===== src/rtl/fsm_vend_change.sv =====
// Vending controller: collects 1.0/0.5 coins, vends at PRICE halves, pays change, refunds on cancel.
// Ports: sys_clk, sys_rst_n (async low); pi_money_one/half, pi_cancel in; po_cola, po_change_one/half,
//   po_busy, po_credit out; po_sales_cnt only when SALES_CNT_EN is defined.
module fsm_vend_change #(
  parameter int PRICE  = 5,
  parameter int CRED_W = $clog2(PRICE + 3)
`ifdef SALES_CNT_EN
  ,
  parameter int SALES_W = 16
`endif
) (
  input  logic              sys_clk,
  input  logic              sys_rst_n,
  input  logic              pi_money_one,
  input  logic              pi_money_half,
  input  logic              pi_cancel,
  output logic              po_cola,
  output logic              po_change_one,
  output logic              po_change_half,
  output logic              po_busy,
  output logic [CRED_W-1:0] po_credit
`ifdef SALES_CNT_EN
  ,
  output logic [SALES_W-1:0] po_sales_cnt
`endif
);

  typedef enum logic [1:0] {
    S_COLLECT,
    S_VEND,
    S_PAYOUT
  } state_e;

  localparam logic [CRED_W-1:0] PRICE_C = CRED_W'(PRICE);
  localparam logic [CRED_W-1:0] ONE_C   = CRED_W'(2);
  localparam logic [CRED_W-1:0] HALF_C  = CRED_W'(1);

  state_e            state_q, state_d;
  logic [CRED_W-1:0] credit_q, credit_d;
  logic [CRED_W-1:0] change_q, change_d;
  logic [CRED_W-1:0] add, nxt;
  logic              cola_q, one_q, half_q, busy_q;

  assign add = CRED_W'({pi_money_one, pi_money_half});
  assign nxt = credit_q + add;

  always_comb begin
    state_d  = state_q;
    credit_d = credit_q;
    change_d = change_q;
    unique case (state_q)
      S_COLLECT: begin
        if (pi_cancel) begin
          // Cancel beats a vend; same-cycle coins join the refund.
          if (nxt != '0) begin
            change_d = nxt;
            credit_d = '0;
            state_d  = S_PAYOUT;
          end
        end else if (nxt >= PRICE_C) begin
          change_d = nxt - PRICE_C;
          credit_d = '0;
          state_d  = S_VEND;
        end else begin
          credit_d = nxt;
        end
      end
      S_VEND: begin
        state_d = (change_q != '0) ? S_PAYOUT : S_COLLECT;
      end
      S_PAYOUT: begin
        if (change_q >= ONE_C) begin
          change_d = change_q - ONE_C;
        end else if (change_q == HALF_C) begin
          change_d = '0;
        end else begin
          change_d = '0;
        end
        if (change_d == '0) begin
          state_d = S_COLLECT;
        end
      end
      default: begin
        state_d  = S_COLLECT;
        credit_d = '0;
        change_d = '0;
      end
    endcase
  end

  always_ff @(posedge sys_clk or negedge sys_rst_n) begin
    if (!sys_rst_n) begin
      state_q  <= S_COLLECT;
      credit_q <= '0;
      change_q <= '0;
      cola_q   <= 1'b0;
      one_q    <= 1'b0;
      half_q   <= 1'b0;
      busy_q   <= 1'b0;
    end else begin
      state_q  <= state_d;
      credit_q <= credit_d;
      change_q <= change_d;
      // Outputs decode the upcoming state so they line up with it.
      cola_q   <= (state_d == S_VEND);
      one_q    <= (state_d == S_PAYOUT) && (change_d >= ONE_C);
      half_q   <= (state_d == S_PAYOUT) && (change_d == HALF_C);
      busy_q   <= (state_d != S_COLLECT);
    end
  end

  assign po_cola        = cola_q;
  assign po_change_one  = one_q;
  assign po_change_half = half_q;
  assign po_busy        = busy_q;
  assign po_credit      = credit_q;

`ifdef SALES_CNT_EN
  logic [SALES_W-1:0] sales_q;

  always_ff @(posedge sys_clk or negedge sys_rst_n) begin
    if (!sys_rst_n) begin
      sales_q <= '0;
    end else if ((state_q == S_VEND) && (sales_q != '1)) begin
      sales_q <= sales_q + 1'b1;
    end
  end

  assign po_sales_cnt = sales_q;
`endif

endmodule


===== config.mk =====
export PLATFORM = sky130hd
export DESIGN_NAME = fsm_vend_change
export DESIGN_NICKNAME = d
export VERILOG_FILES = /design/src/rtl/fsm_vend_change.sv
export SDC_FILE = /design/constraint.sdc
export NUM_CORES = 1
export LEC_CHECK = 0
export CORE_MARGIN = 5
export CORE_UTILIZATION = 40
export DETAILED_ROUTE_END_ITERATION = 7
export GPL_TIMING_DRIVEN = 0
export RECOVER_POWER = 100
export SLEW_MARGIN = 40
export SYNTH_ARGS = -nofsm -noshare
export SYNTH_HDL_FRONTEND = slang
export SYNTH_SLANG_ARGS = --single-unit

===== constraint.sdc =====
create_clock -name sys_clk -period 6.4 [get_ports sys_clk]
set_clock_uncertainty 0.15 [all_clocks]
set_input_delay 1.92 -clock sys_clk [delete_from_list [all_inputs] [get_ports sys_clk]]
set_output_delay 1.92 -clock sys_clk [all_outputs]
set_load 0.01 [all_outputs]

==> results by group, run 1 <==
Floorplan
  • Core footprint: between 2000 and 2500 um^2
  • Site Rows: 17
  • Starting Density: 0.414
  • Die area: 3290 um^2
  • Num ports: 12
  • Die Y-Extent: 57.4 um
  • Width of the chip: about 57 um

Power
  • Static Leakage: a little under 0.5 nW
  • Sw frac: 0.449
  • Net switching power: 0.218 mW
  • Int Pwr: roughly 0.27 mW
  • Clock Power Share: 0.121
  • Power, Total: between 0.4 and 0.5 mW
  • Combinational share of power: 0.627
  • Worst vdd ir: about 0.24 mV
  • Sequential share of power: 0.251
  • Pwr/cell area: between 400 and 500 nW/um^2

Clock network
  • Post-cts resize count: 0
  • Clock-pin slew on the worst setup and hold paths: about 0.07 ns
  • H-tree Lvls: 1
  • Hold Buf Count CTS: 0
  • Clock buffer depth: 2
  • Clock root cell: clkbuf_4
  • CTS sink cnt: 12
  • Clock Latency Late Sink: ~0.27 ns
  • TritonCTS clock tree: built
  • Post-CTS Setup Repair Bufs: 0
  • CTS buffer count: 3

Synthesis
  • Post-synthesis sequential area ratio: 0.334
  • Ys async rst share: 1.00
  • Synth top area share: 0.334
  • Adder-Cell Fraction of Synth Area: 0.145
  • Mapped Area: 898 um^2
  • Mux contribution to synthesized area: 0.0125
  • Library cells used by synthesis: 44
  • Simple-gate portion of the synthesized area: 0.199
  • Compound-gate portion of the synthesized area: 0.230
  • Leading register cell type out of synthesis: dfrtp_1
  • Post-synth EDFFs: 0
  • YS warnings: 0
  • Cells after Synth: between 90 and 100
  • Mean instance size in the synthesized netlist: between 9 and 10 um^2
  • Area leader, netlist: dfrtp_1
  • Area contributors post-synth: dfrtp_1, ha_1, a21oi_1
  • FF+latch count, synth: 12
  • Main combinational cell family by area after synthesis: compound AO/OA/AOI/OAI gates
  • Syn nets: 109
  • XOR/XNOR Fraction of Synth Area: 0.0279

Worst setup path
  • Critical Path AT: about 4.7 ns
  • Critical path peak fanout: 7
  • Reg2reg end: po_change_half
  • Worst R2R Setup Slack: about 3.6 ns
  • Critical path endpoint category: flop
  • Critical path type: in2reg
  • Worst r2r src: po_credit[0]
  • Worst reg-to-reg path cell count: 9
  • Setup crit start kind: primary input
  • Required @ worst endpoint: ~6.5 ns

Placement
  • GP Congestion: around 0.82
  • Dpl cells: 134
  • Port bufs: 11
  • Placement Setup Slack: about 1.7 ns
  • Final HPWL DP: about 1.6 mm

Cells and area
  • Commonest non-fill, non-tap cell in the layout: dfrtp_1
  • Antenna cells: 0
  • Nets: 125
  • Commonest cells after routing, fill and taps aside: dfrtp_1, dlygate4sd3_1, inv_1, nand2_1, ha_1
  • Fin cells: approximately 140
  • Share of cells above drive strength 1: 0.118
  • Synthesis-to-layout area growth: 19.5%

Timing
  • Post-route setup TNS: 0 ns
  • FMAX: 0.216 GHz
  • Min Clock Period, post-route: around 4.6 ns
  • Worst slew pin tran: approximately 0.51 ns
  • Final worst-path cycle share: 0.723
  • Final WS setup: approximately 1.8 ns
  • RSZ-0062 raised after global routing: false
  • Final Hold Viols: 0
  • Slew headroom: 0.661
  • Final max-slew violation count: 0
  • # setup viols final: 0

Global route
  • Largest net degree at the start of global routing: 13
  • GRT Total Usage: 0.132
  • Initial antenna violation count: 0
  • First-pass GRT wire length: approximately 3.4 mm
  • Grt ovf: 0
  • Vias in the first global route: a little over 700

Flow run
  • Max-cap violations: 0

Min path
  • Worst hold stages: 2
  • Hold endpoint: po_credit[0]
  • HP Class: reg2reg
  • Hold Crit Start: po_credit[0]

Routing
  • Average routed wire per standard cell: approximately 15 um
  • Initial drt markers: 33
  • Final WL: around 2.1 mm
  • Final ANT Viol Nets: 0
  • Via count: a little under 800
  • DRC violations left: 0
  • First-pass iteration count of the detailed router: 4
  • Vias per std cell: ~5.7

Run status
  • Status: complete, no violations
-- registers in the layout, indices dropped and copies added, names as in the netlist --
| signal | flops |
|---|---|
| change_q | 3 |
| po_credit | 3 |
| state_q | 2 |
| po_busy | 1 |
| po_change_half | 1 |
| po_change_one | 1 |
| po_cola | 1 |
-- routing by layer --
metal	track usage	vias up	wire length [um]
met5	0	-	0
met4	0.0695	0	30
met3	0.0204	4	116
met2	0.206	20	977
met1	0.175	389	957
li1	-	380	-
-- cell families (layout without fill, tap and decap cells) --
group / count (synthesis) / count (layout)
XOR/XNOR: 2 / 2
adder cells (fa/ha/maj): 10 / 10
AO/OA/AOI/OAI: 28 / 28
flip-flops: 12 / 12
buffers and inverters: 11 / 26
multiplexers: 1 / 1
AND/OR/NAND/NOR: 31 / 31
-- worst max-delay path: stages --
cell and delay (ns):
dlygate4sd3_1 0.55, ha_1 0.20, inv_1 0.07, fa_1 0.51, ha_1 0.27, nor2b_1 0.34
o221ai_1 0.16, o221a_2 0.18, a221oi_1 0.28, and3_1 0.21
-- area by class of cell --
| cell class | instances | area [um^2] |
|---|---|---|
| fillers | 220 | 1100 |
| multi-input cells | 72 | 546 |
| flip-flops and latches | 12 | 300 |
| repair buffers | 11 | 110 |
| clock buffers | 4 | 36.3 |
| well taps | 28 | 35.0 |
| inverters | 8 | 30.0 |
| plain buffers | 3 | 16.3 |
-- synthesized netlist by cell type, types with 2 or more instances --
cell type,instances
nand4_1,4
nand2_1,8
o2111ai_1,2
dfrtp_1,12
nor2_1,3
ha_1,8
o41ai_1,2
o21ai_0,3
inv_1,8
a21o_1,2
nor2b_1,4
a21oi_1,7
-- how the worst max path moves through the flow --
stage | from | endpoint | slack (ns) | cells past startpoint
after floorplan | pi_money_half | po_change_half | 2.37 | 9
after global placement | pi_money_half | po_change_one | 1.71 | 10
after detailed placement | pi_money_half | po_change_half | 1.69 | 10
after CTS | pi_money_half | po_change_half | 1.96 | 10
after global routing | pi_money_half | po_change_half | 1.60 | 10
final | pi_money_half | po_change_half | 1.77 | 10
-- power by group through the flow --
stage	sequential, mW	combinational [mW]	clock, mW
global placement	0.123	0.305	0
floorplan	0.125	0.217	0
global route	0.125	0.337	0.0630
CTS	0.123	0.315	0.0596
detailed placement	0.124	0.313	0
finish	0.122	0.304	0.0587
-- metrics by stage --
step / hold WS (ns) / instance area (um^2) / util
floorplan: 0.430 / 898 / -
global placement: 0.419 / 1040 / 0.481
CTS: 0.454 / 1080 / 0.498
detailed placement: 0.454 / 1040 / 0.481
global route: 0.487 / 1070 / 0.495
finish: 0.442 / 1070 / 0.495
Power figures use the tool's default switching activity.
==> run 2: changes to the inputs <==
Clock period 6.4 ns to 4.4 ns, I/O delays scaled along.
==> run 2 against run 1 <==
Against the previous run: global-route usage is the same; combinational power rose by 48%; via count fell by 1.0%; power increased by 47%; die area did not move; sequential power up 45%; worst setup slack worse by 1.3 ns; cell count is the same; utilization rose by 0.29 points; routed wire length shrank 0.58%; critical endpoint unchanged.
==> results by group, run 2 (synthesized netlist as in run 1, its figures left out) <==
Run status
  • Status: complete, no violations

Floorplan
  • Die Y-Extent: 57.4 um (unchanged)
  • Core footprint: 2170 um^2 (unchanged)
  • Width of the chip: 57.4 um (unchanged)
  • Site Rows: 17 (unchanged)
  • Starting Density: 0.414 (unchanged)
  • Die area: 3290 um^2 (unchanged)
  • Num ports: 12 (unchanged)

Global route
  • Initial antenna violation count: 0 (unchanged)
  • First-pass GRT wire length: 3.39 mm (unchanged)
  • Largest net degree at the start of global routing: 13 (unchanged)
  • Vias in the first global route: 724 (unchanged)
  • GRT Total Usage: 0.132 (unchanged)
  • Grt ovf: 0 (unchanged)

Routing
  • Via count: 785 (-1.0%)
  • Average routed wire per standard cell: 15.0 um (-0.58%)
  • Final WL: 2.07 mm (-0.58%)
  • Final ANT Viol Nets: 0 (unchanged)
  • Initial drt markers: 32 (-3.0%)
  • Vias per std cell: 5.69 (-1.0%)
  • DRC violations left: 0 (unchanged)
  • First-pass iteration count of the detailed router: 4 (unchanged)

Placement
  • Final HPWL DP: 1.65 mm (unchanged)
  • GP Congestion: 0.819 (unchanged)
  • Port bufs: 11 (unchanged)
  • Placed cell area: 1040 um^2 (unchanged)

Timing
  • FMAX: between 0.2 and 0.3 GHz
  • Slew headroom: 0.655 (-0.00569)
  • Final max-slew violation count: 0 (unchanged)
  • # setup viols final: 0 (unchanged)
  • Worst slew pin tran: 0.514 ns (+0.00848 ns)
  • Final Hold Viols: 0 (unchanged)
  • Post-route setup TNS: 0 ns (unchanged)
  • Final worst-path cycle share: 0.898
  • Min Clock Period, post-route: approximately 4.0 ns
  • RSZ-0062 raised after global routing: false

Power
  • Static Leakage: 0.484 nW (+0.83%)
  • Worst vdd ir: 0.352 mV (+46%)
  • Power, Total: 0.713 mW (+47%)
  • Pwr/cell area: 660 nW/um^2 (+46%)

Worst setup path
  • Critical-path cell list: dlygate4sd3_1 -> ha_1 -> inv_1 -> fa_1 -> ha_1 -> nor2b_1 -> o221ai_1 -> o221a_2 -> a221oi_2 -> and3_1
  • Slowest-stage cell, CP: dlygate4sd3_1
  • Critical Path Most Common Cell: ha_1
  • Critical path type: in2reg
  • Largest stage delay, worst path: 0.55 ns (about the same)
  • WP depth: 10 (unchanged)
  • Critical Path AT: 4.02 ns (-0.67 ns)
  • Critical path endpoint category: flop
  • Worst reg-to-reg path cell count: 9 (unchanged)
  • Kind of cell adding the most delay to the critical path: adder cells
  • Critical path peak fanout: 7 (unchanged)
  • Setup crit start kind: primary input
  • Required @ worst endpoint: 4.46 ns (-2.00 ns)
  • WP buf/inv: 2 (unchanged)

Cells and area
  • Synthesis-to-layout area growth: 20.2%
  • Commonest cells after routing, fill and taps aside: dfrtp_1, dlygate4sd3_1, inv_1, nand2_1, ha_1
  • Commonest non-fill, non-tap cell in the layout: dfrtp_1
  • Register area: 300 um^2 (unchanged)
  • Share of cells above drive strength 1: 0.127 (+0.00909)
  • Fillers: 218 (-0.91%)
  • Antenna cells: 0 (unchanged)
  • Multi-input gate area: 552 um^2 (+1.1%)
  • Nets: 125 (unchanged)
  • Final Cell Area: 1080 um^2 (+0.58%)

Clock network
  • Clock Latency Late Sink: 0.27 ns (about the same)
  • Hold Buf Count CTS: 0 (unchanged)
  • Post-CTS Setup Repair Bufs: 0 (unchanged)
  • H-tree Lvls: 1 (unchanged)
  • Clock buffer depth: 2 (unchanged)
  • CTS buffer count: 3 (unchanged)
  • Clock root cell: clkbuf_4
  • TritonCTS clock tree: built
  • Post-cts resize count: 0 (unchanged)
  • CTS sink cnt: 12 (unchanged)
  • Clock-pin slew on the worst setup and hold paths: 0.07 ns (about the same)

Min path
  • Worst hold stages: 2 (unchanged)
  • HP Class: reg2reg

Flow run
  • Max-cap violations: 0 (unchanged)
run 2: cell counts in the layout (fill, tap and decap cells not counted):
No cell type changed its count.
run 2: area by class of cell:
type / instances / share of cell area
multi-input cells: 72 / 0.511
flip-flops and latches: 12 / 0.278
repair buffers: 11 / 0.102
clock buffers: 4 / 0.0336
well taps: 28 / 0.0324
inverters: 8 / 0.0278
plain buffers: 3 / 0.0151
run 2: final timing paths:
check | slack [ns] | start | end
max | 0.45 | pi_money_half | po_change_half
min reg2reg | 0.44 | po_credit[0] | po_credit[0]
min in group asynchronous | 1.30 | sys_rst_n | po_change_half
min | 0.44 | po_credit[0] | po_credit[0]
max reg2reg | 1.64 | po_credit[0] | po_change_half
max in group asynchronous | 2.46 | sys_rst_n | state_q[1]
run 2: stage by stage:
step                 util  instances  setup WS (ns)  hold WS [ns]
floorplan               -         95          0.974         0.430
global placement    0.481        134          0.307         0.419
detailed placement  0.481        134          0.292         0.454
CTS                 0.498        138          0.562         0.454
global route        0.498        138          0.314         0.487
finish              0.498        138          0.447         0.444
run 2: metal layers:
metal	routed length (um)	global-route usage	vias up
li1	-	-	382
met1	948	0.175	373
met2	973	0.206	24
met3	109	0.0204	6
met4	39	0.0695	0
met5	0	0	-
run 2: worst register-to-register path, cell delays in order (launching register included):
cell and delay (ns):
dfrtp_1 0.41, ha_1 0.20, inv_1 0.07, fa_1 0.51, ha_1 0.27, nor2b_1 0.35, o221ai_1 0.16, o221a_2 0.19
a221oi_2 0.21, and3_1 0.19
run 2: power by group:
group | switching, mW | total, mW | internal, mW | leakage, nW
combinational | 0.257 | 0.449 | 0.192 | 0.304
sequential | 0.0284 | 0.177 | 0.149 | 0.159
clock | 0.0359 | 0.0862 | 0.0503 | 0.0210
==> run 3: changes to the inputs <==
Settings changed: TNS_END_PERCENT from default to 100.
==> results of run 3 <==
The final DEF is identical to that of run 2; final timing and power are the same.
